`config.mk`:
```
export PLATFORM = sky130hd
export DESIGN_NAME = reg_read_control
export DESIGN_NICKNAME = d
export VERILOG_FILES = /design/src/rtl/reg_read_control.sv
export SDC_FILE = /design/constraint.sdc
export NUM_CORES = 1
export LEC_CHECK = 0
export BUFFER_PORTS_ARGS = -buffer_cell sky130_fd_sc_hd__buf_2
export CAP_MARGIN = 10
export CORE_AREA = 2 2 457 459
export CTS_CLUSTER_SIZE = 10
export DETAILED_ROUTE_END_ITERATION = 12
export DIE_AREA = 0 0 459 461
export HOLD_SLACK_MARGIN = 0.03
export SYNTH_ARGS = -nofsm -noshare
export SYNTH_HDL_FRONTEND = slang
export SYNTH_SLANG_ARGS = --single-unit
```
`constraint.sdc`:
```
create_clock -name clk -period 2 [get_ports clk]
set_clock_uncertainty 0.05 [all_clocks]
set_input_delay 0.3 -clock clk [delete_from_list [all_inputs] [get_ports clk]]
set_output_delay 0.3 -clock clk [all_outputs]
set_load 0.01 [all_outputs]
```
`src/rtl/reg_read_control.sv`:
```
// ---------------------------------------------------------------------------
// reg_read_control
//
// Read-side operand fetch for the MIPS single-cycle datapath. It picks the rs
// and rt operands out of the flattened 32-entry register file and snapshots
// them into output registers. It then presents them to the ALU operand stage
// through a valid/ready handshake.
//
// Optional feature (compile-time macro WR_BYPASS_EN):
//   defined   - a register-file write that targets a requested register in the
//               accept cycle is forwarded (operand = wr_data). bypass_cnt counts
//               the forwarded operands and saturates at 16'hFFFF.
//   undefined - operands always come from regs_flat. No forwarding comparators
//               are built, and bypass_cnt is tied to 0.
//
// Ports:
//   clk         in   rising-edge clock
//   rst_n       in   asynchronous active-low reset
//   regs_flat   in   register file contents, reg k at [k*DATA_W +: DATA_W]
//   rd_req      in   read request
//   rs_addr     in   first operand address
//   rt_addr     in   second operand address
//   rd_ready    in   consumer accepts the presented operands
//   we          in   register-file write enable
//   wr_addr     in   register-file write address
//   wr_data     in   register-file write data
//   rd_accept   out  combinational: request accepted this cycle
//   rd_valid    out  rs_data/rt_data valid
//   rs_data     out  registered rs operand
//   rt_data     out  registered rt operand
//   bypass_cnt  out  saturating count of forwarded operands
// ---------------------------------------------------------------------------
module reg_read_control #(
    parameter int DATA_W = 32,
    parameter int NREGS  = 32,
    localparam int ADDR_W = $clog2(NREGS)
) (
    input  logic                      clk,
    input  logic                      rst_n,
    input  logic [NREGS*DATA_W-1:0]   regs_flat,
    input  logic                      rd_req,
    input  logic [ADDR_W-1:0]         rs_addr,
    input  logic [ADDR_W-1:0]         rt_addr,
    input  logic                      rd_ready,
    input  logic                      we,
    input  logic [ADDR_W-1:0]         wr_addr,
    input  logic [DATA_W-1:0]         wr_data,
    output logic                      rd_accept,
    output logic                      rd_valid,
    output logic [DATA_W-1:0]         rs_data,
    output logic [DATA_W-1:0]         rt_data,
    output logic [15:0]               bypass_cnt
);

    typedef enum logic {
        IDLE = 1'b0,
        RESP = 1'b1
    } state_t;

    state_t            state_reg, state_next;
    logic              valid_reg, valid_next;
    logic [DATA_W-1:0] rs_data_reg, rt_data_reg;

    // Unpacked view of the register file for address-indexed selection.
    logic [DATA_W-1:0] regs_arr [NREGS];

    // Port 0 = rs, port 1 = rt.
    logic [ADDR_W-1:0] port_addr [2];
    logic [DATA_W-1:0] operand   [2];
    logic [1:0]        fwd;

    assign port_addr[0] = rs_addr;
    assign port_addr[1] = rt_addr;

    genvar gi;
    generate
        for (gi = 0; gi < NREGS; gi++) begin : g_unpack
            assign regs_arr[gi] = regs_flat[gi*DATA_W +: DATA_W];
        end

        for (gi = 0; gi < 2; gi++) begin : g_port
`ifdef WR_BYPASS_EN
            // $zero never forwards: it is hardwired to 0 whatever is written.
            assign fwd[gi] = we && (wr_addr == port_addr[gi]) &&
                             (port_addr[gi] != '0);
`else
            assign fwd[gi] = 1'b0;
`endif

            always_comb begin
                operand[gi] = regs_arr[port_addr[gi]];
                if (port_addr[gi] == '0) begin
                    operand[gi] = '0;
                end else if (fwd[gi]) begin
                    operand[gi] = wr_data;
                end
            end
        end
    endgenerate

    // Handshake FSM. In RESP the block can take a new request only in the same
    // cycle that the consumer takes the current one, so back-to-back reads run
    // at one per cycle and a stalled consumer blocks new captures.
    always_comb begin
        state_next = state_reg;
        valid_next = valid_reg;
        rd_accept  = rd_req & ((state_reg == IDLE) | rd_ready);
        case (state_reg)
            IDLE: begin
                if (rd_accept) begin
                    state_next = RESP;
                    valid_next = 1'b1;
                end
            end
            RESP: begin
                if (rd_ready) begin
                    if (rd_accept) begin
                        state_next = RESP;
                        valid_next = 1'b1;
                    end else begin
                        state_next = IDLE;
                        valid_next = 1'b0;
                    end
                end
            end
            default: begin
                state_next = IDLE;
                valid_next = 1'b0;
            end
        endcase
    end

    always_ff @(posedge clk or negedge rst_n) begin
        if (!rst_n) begin
            state_reg   <= IDLE;
            valid_reg   <= 1'b0;
            rs_data_reg <= '0;
            rt_data_reg <= '0;
        end else begin
            state_reg <= state_next;
            valid_reg <= valid_next;
            // Snapshot only on accept; later register writes do not leak in.
            if (rd_accept) begin
                rs_data_reg <= operand[0];
                rt_data_reg <= operand[1];
            end
        end
    end

`ifdef WR_BYPASS_EN
    logic [15:0] bypass_cnt_reg, bypass_cnt_next;
    logic [16:0] bypass_sum;

    assign bypass_sum      = {1'b0, bypass_cnt_reg} + 17'(fwd[0]) + 17'(fwd[1]);
    assign bypass_cnt_next = bypass_sum[16] ? 16'hFFFF : bypass_sum[15:0];

    always_ff @(posedge clk or negedge rst_n) begin
        if (!rst_n) begin
            bypass_cnt_reg <= '0;
        end else if (rd_accept) begin
            bypass_cnt_reg <= bypass_cnt_next;
        end
    end

    assign bypass_cnt = bypass_cnt_reg;
`else
    // Write port is only needed for forwarding; sink it here.
    logic unused_wr;
    assign unused_wr  = &{1'b0, we, wr_addr, wr_data};
    assign bypass_cnt = '0;
`endif

    assign rd_valid = valid_reg;
    assign rs_data  = rs_data_reg;
    assign rt_data  = rt_data_reg;

endmodule

```
After elaboration in Yosys (flattened, before gate mapping)
Index checks and enable logic that the tools add are counted.
Operators by class
  $lt $le $gt $ge: 2
  equal/unequal tests: 2
  mux-type cells: 14
  bitwise logic cells: 5
  reductions and logical operators: 3
Operators with widths (number)
  $bmux W32 S5: 2
  $mux W32: 6
  $ge A6 B6 Y1 const B: 2
  $not A5 Y6: 2
  $logic_not A5 Y1: 2
  $mux W1: 4
  $ne A2 B2 Y1 const B: 2
  $pmux W1 S2: 2
  $reduce_and A2 Y1: 1
  $and A1 B1 Y1: 1
  $not A1 Y1: 1
  $or A1 B1 Y1: 1
Storage, ports and cells
  register bits: 66
  input bits: 1076
  output and inout bits: 82
  word-level logic and storage cells: 30

Depth between registers and ports, before layout
  depth after elaboration: 6
  mapped depth: 9
  depth with buffers taken out: 4

Worst setup path after synthesis
OpenSTA, ideal clock, no wires.
  kind: input-to-reg
  from: in rt_addr[1]
  to: reg rt_data_reg[22], in the netlist rt_data[22]
  library setup time: 0.122 ns
  arrival: 1.984 ns
  data required time: 1.828 ns
  setup slack: -0.156 ns
  stages: 7
  path buffers: 3
  path through: buf_2 > buf_2 > buf_1 > mux4_2 > a22o_1 > a211o_1 > a32o_1
Between the ends
  cells in the longest elaborated chain, start to end: 5
  elaborated cells on any way between the ends: 6
  those cells by class: 4 x mux; 1 x bitwise; 1 x reduce/logical
RTL lines
  from (decl): RTL line 43  | input logic [ADDR_W-1:0] rt_addr,
  $not A5 Y6 (not written as such): RTL line 91  | operand[gi] = regs_arr[port_addr[gi]];
  $bmux W32 S5: RTL line 91
  $mux W32 (not written as such) (2 in a row): RTL line 91
  $mux W32 *: RTL line 92  | if (port_addr[gi] == '0) begin
  to (signal assigned): RTL line 145  | rt_data_reg <= operand[1];
  to (decl): RTL line 62  | logic [DATA_W-1:0] rs_data_reg, rt_data_reg;
Every way passes the cells marked *; elsewhere a longest branch is shown, timed or not. The select of a mux whose other input is x is not followed.
A chain may end at the register's enable or synchronous reset.

Worst setup path in the final report
  from: in rt_addr[0]
  to: reg rt_data_reg[15], in the netlist rt_data[15]
The elaborated chain is that of the path after synthesis.

==> impl_metrics.tcl <==
set metrics [dict create \
    clkPwrFrac 0.159 \
    grt_first_pass_wirelength_mm 279 \
    final_weighted_congestion_of_routability_driven_global_placement 0.963 \
    row_count 167 \
    final_min_period_over_clock_period 1.03 \
    timing.critical_path.slowest_cell_delay_ns 0.53 \
    edff_count_synth 0 \
    via_per_inst 4.45 \
    setup_ws_pre_cts_ns -0.991 \
    syn2layout_area_growth_pct 73.5 \
    layout_common_cells "1095 x sky130_fd_sc_hd__buf_2, 345 x sky130_fd_sc_hd__buf_4, 324 x sky130_fd_sc_hd__mux4_2" \
    drv_slew 0 \
    mostFrequentLayoutCell "sky130_fd_sc_hd__buf_2" \
    fmax_mhz 487 \
    setup_repair_after_global_routing_missed_its_margin "yes" \
    category_of_the_worst_setup_path_capture_point "register" \
    powerDensity_mw_per_mm2 371 \
    timing.setup.critical_path_class "in2reg" \
    cts_buffers 9 \
    hold_violations 0 \
    final_layout_size_suffix_gt1_frac 0.683 \
    mappedNetlistArea_mm2 0.0188 \
    violations "setup timing" \
    synthCells 1680 \
    filler_cell_count 23200 \
    r2r_cells 6 \
    multi_input_comb_area_mm2 0.0164 \
    cts_sinks 66 \
    finalInstanceArea_mm2 0.0326 \
    half_perimeter_wire_length_after_placement_mm 200 \
    leakagePower_nw 13.8 \
    grt_max_degree 37 \
    cp_num_cells 8 \
    ys_types 43 \
    worst_ep_arrival_time_ns 2.31 \
    power.switching_mw 5.63 \
    register_area_share_after_synthesis 0.0880 \
    worst_slew_margin_rel 0.530 \
    sw_frac 0.465 \
    clk_pin_slew_ns 0.08 \
    ys_warn_count 0 \
    setup-violations-final 9 \
    maximum_vdd_drop_mv 0.461 \
    tightest_slew_ns 0.705 \
    route.detailed.drc 0 \
    route.antenna.remaining_nets 0 \
    first_global_vias 25800 \
    drt_pre_antenna_iters 6 \
    final_core_utilization 0.158 \
    final.setup.worst_slack_ns -0.0525 \
    postRouteWirelength_mm 227 \
    final_nets 4105 \
    finalWorstPathRequiredPeriod_ns 2.05 \
    num_vias 26200 \
    ys_async_rst_share 1.00 \
    holdPathStages 2 \
    grt_remaining_overflow 0 \
    clk_path_buf_depth 2 \
    setup.worst_path.start_class "input pin" \
    initial_core_util 0.0910 \
    critPathSlowestCell "sky130_fd_sc_hd__mux4_2" \
    grt_antenna_before_repair 296 \
    clkLatencyLatePin_ns 0.43 \
    number_of_buffers_added_on_ports 1103 \
    hold_class "in2reg" \
    die_x_um 459 \
    ioPinCount 1158 \
    worst_path_buffer_plus_inverter_count 4 \
    deepest_level_of_the_cts_h_tree 3 \
    dieArea_mm2 0.212 \
    worstPathCellList "buf_16, buf_16, mux4_2, a22oi_2, buf_4, nand3_2, buf_6, a32o_1" \
    gr-usage-all-layers 0.205 \
    core_region_area_mm2 0.206 \
    synth_top_flop_cell "sky130_fd_sc_hd__dfrtp_1" \
    number_of_register_bits_inferred_by_synthesis 66 \
    part_of_the_power_in_registers 0.147 \
    drt-wirelength-per-cell_um 38.6 \
    p_int_mw 6.46 \
    max-cap-violations 0 \
    timing.critical_path.max_delay_family "buffers and inverters" \
    cell_at_the_root_of_the_clock_tree "sky130_fd_sc_hd__clkbuf_16" \
    cp_data_required_time_ns 2.25 \
    critical-path-top-cell-by-count "sky130_fd_sc_hd__buf_16" \
    outcome "finished with violations" \
    drt_first_iter_violations 2576 \
    final-seq-area_mm2 0.00165 \
    cts_tree "yes" \
    fin_setup_tns_ns -0.152 \
    combPwrFrac 0.694 \
    mean_cell_area_of_the_mapped_netlist_um2 11.2 \
    fp.dieH_um 461 \
    worst-path-max-fanout 8 \
    dpl-instance-area_mm2 0.0310 \
]
-- routing by layer --
layer,vias up,part of all wire,track usage
met2,2225,0.47,0.349
met4,186,0.071,0.112
met5,-,0.0054,0.00758
met1,12900,0.33,0.208
met3,699,0.12,0.0934
li1,10200,-,-
-- power by group through the flow --
stage                     logic (mW)  registers [mW]  clock network, mW
after detailed placement        8.24            1.82                  0
final                           8.39            1.78               1.92
after global placement          8.19            1.81                  0
after global routing            8.79            1.81               2.05
after floorplan                 3.28            1.84                  0
after CTS                       8.48            1.79               2.03
-- worst reg2reg max path: stages (launching register included) --
cell and delay (ns):
sky130_fd_sc_hd__dfrtp_1 0.38, sky130_fd_sc_hd__nand2b_1 0.10, sky130_fd_sc_hd__o211ai_1 0.14, sky130_fd_sc_hd__buf_12 0.20, sky130_fd_sc_hd__buf_12 0.24, sky130_fd_sc_hd__or2_2 0.34, sky130_fd_sc_hd__o41ai_1 0.30
-- metrics by stage --
stage / cells / hold WS (ns) / total power, mW
after CTS: 5735 / 0.111 / 12.3
after floorplan: 1695 / -0.0456 / 5.12
after global placement: 5692 / 0.242 / 10.0
final: 5889 / 0.161 / 12.1
after detailed placement: 5692 / 0.244 / 10.1
after global routing: 5824 / 0.141 / 12.7
-- synthesized netlist by cell type, drive strengths merged (2+ instances only) --
library cell | n | area, um2
mux4 | 324 | 7300
mux2i | 314 | 3140
a22oi | 156 | 1170
buf | 143 | 892
clkbuf | 95 | 357
dfrtp | 66 | 1650
nand2 | 66 | 248
mux2 | 64 | 736
a21oi | 63 | 315
nor2b | 39 | 244
a211oi | 33 | 248
nand3 | 33 | 165
a211o | 32 | 280
a221oi | 32 | 287
a22o | 32 | 280
a32o | 32 | 320
o221ai | 32 | 280
o41ai | 32 | 280
or2 | 32 | 200
o22ai | 31 | 194
nor2 | 5 | 18.8
and2 | 3 | 18.8
nand2b | 3 | 18.8
nand3b | 3 | 22.5
inv | 2 | 7.51
nor3 | 2 | 15.0
nor3b | 2 | 20.0
or3 | 2 | 12.5
or3b | 2 | 17.5
-- area by class of cell --
type | count | share of cell area
clock buffer | 11 | 0.00776
sequential | 66 | 0.0507
antenna | 151 | 0.0116
multi-input combinational | 1389 | 0.503
tap | 2704 | 0.104
timing repair buffer | 1561 | 0.321
inverter | 2 | 0.000230
clock inverter | 5 | 0.00161
-- path summary, 6_finish.rpt --
kind	start	end	slack (ns)
min in group asynchronous	rst_n	rt_data[10]$_DFFE_PN0P_	0.34
worst min-delay path	rd_req	state_reg$_DFF_PN0_	0.16
worst min register to register	state_reg$_DFF_PN0_	rd_valid$_DFFE_PN0P_	0.41
max in group asynchronous	rst_n	rt_data[30]$_DFFE_PN0P_	0.95
worst max register to register	state_reg$_DFF_PN0_	rs_data[22]$_DFFE_PN0P_	0.12
worst max-delay path	rt_addr[0]	rt_data[15]$_DFFE_PN0P_	-0.05
-- logic make-up (layout without fill, tap and decap cells) --
family,after synthesis,in the layout,synth area share
mux,702,702,0.595
flops,66,66,0.0880
other cells,1,167,0.000200
buf+inv,240,1579,0.0669
simple gates,193,193,0.0538
compound gates,478,478,0.196
-- timing repair --
action,in CTS,in global routing
buffers inserted,21,3
pin swaps,18,5
resized for setup,59,28
hold endpoints to repair,20,0
gates cloned,6,1
endpoints found under the setup margin,40,26
hold buffers,1,0
No activity file was read; power rests on OpenSTA's default activity.
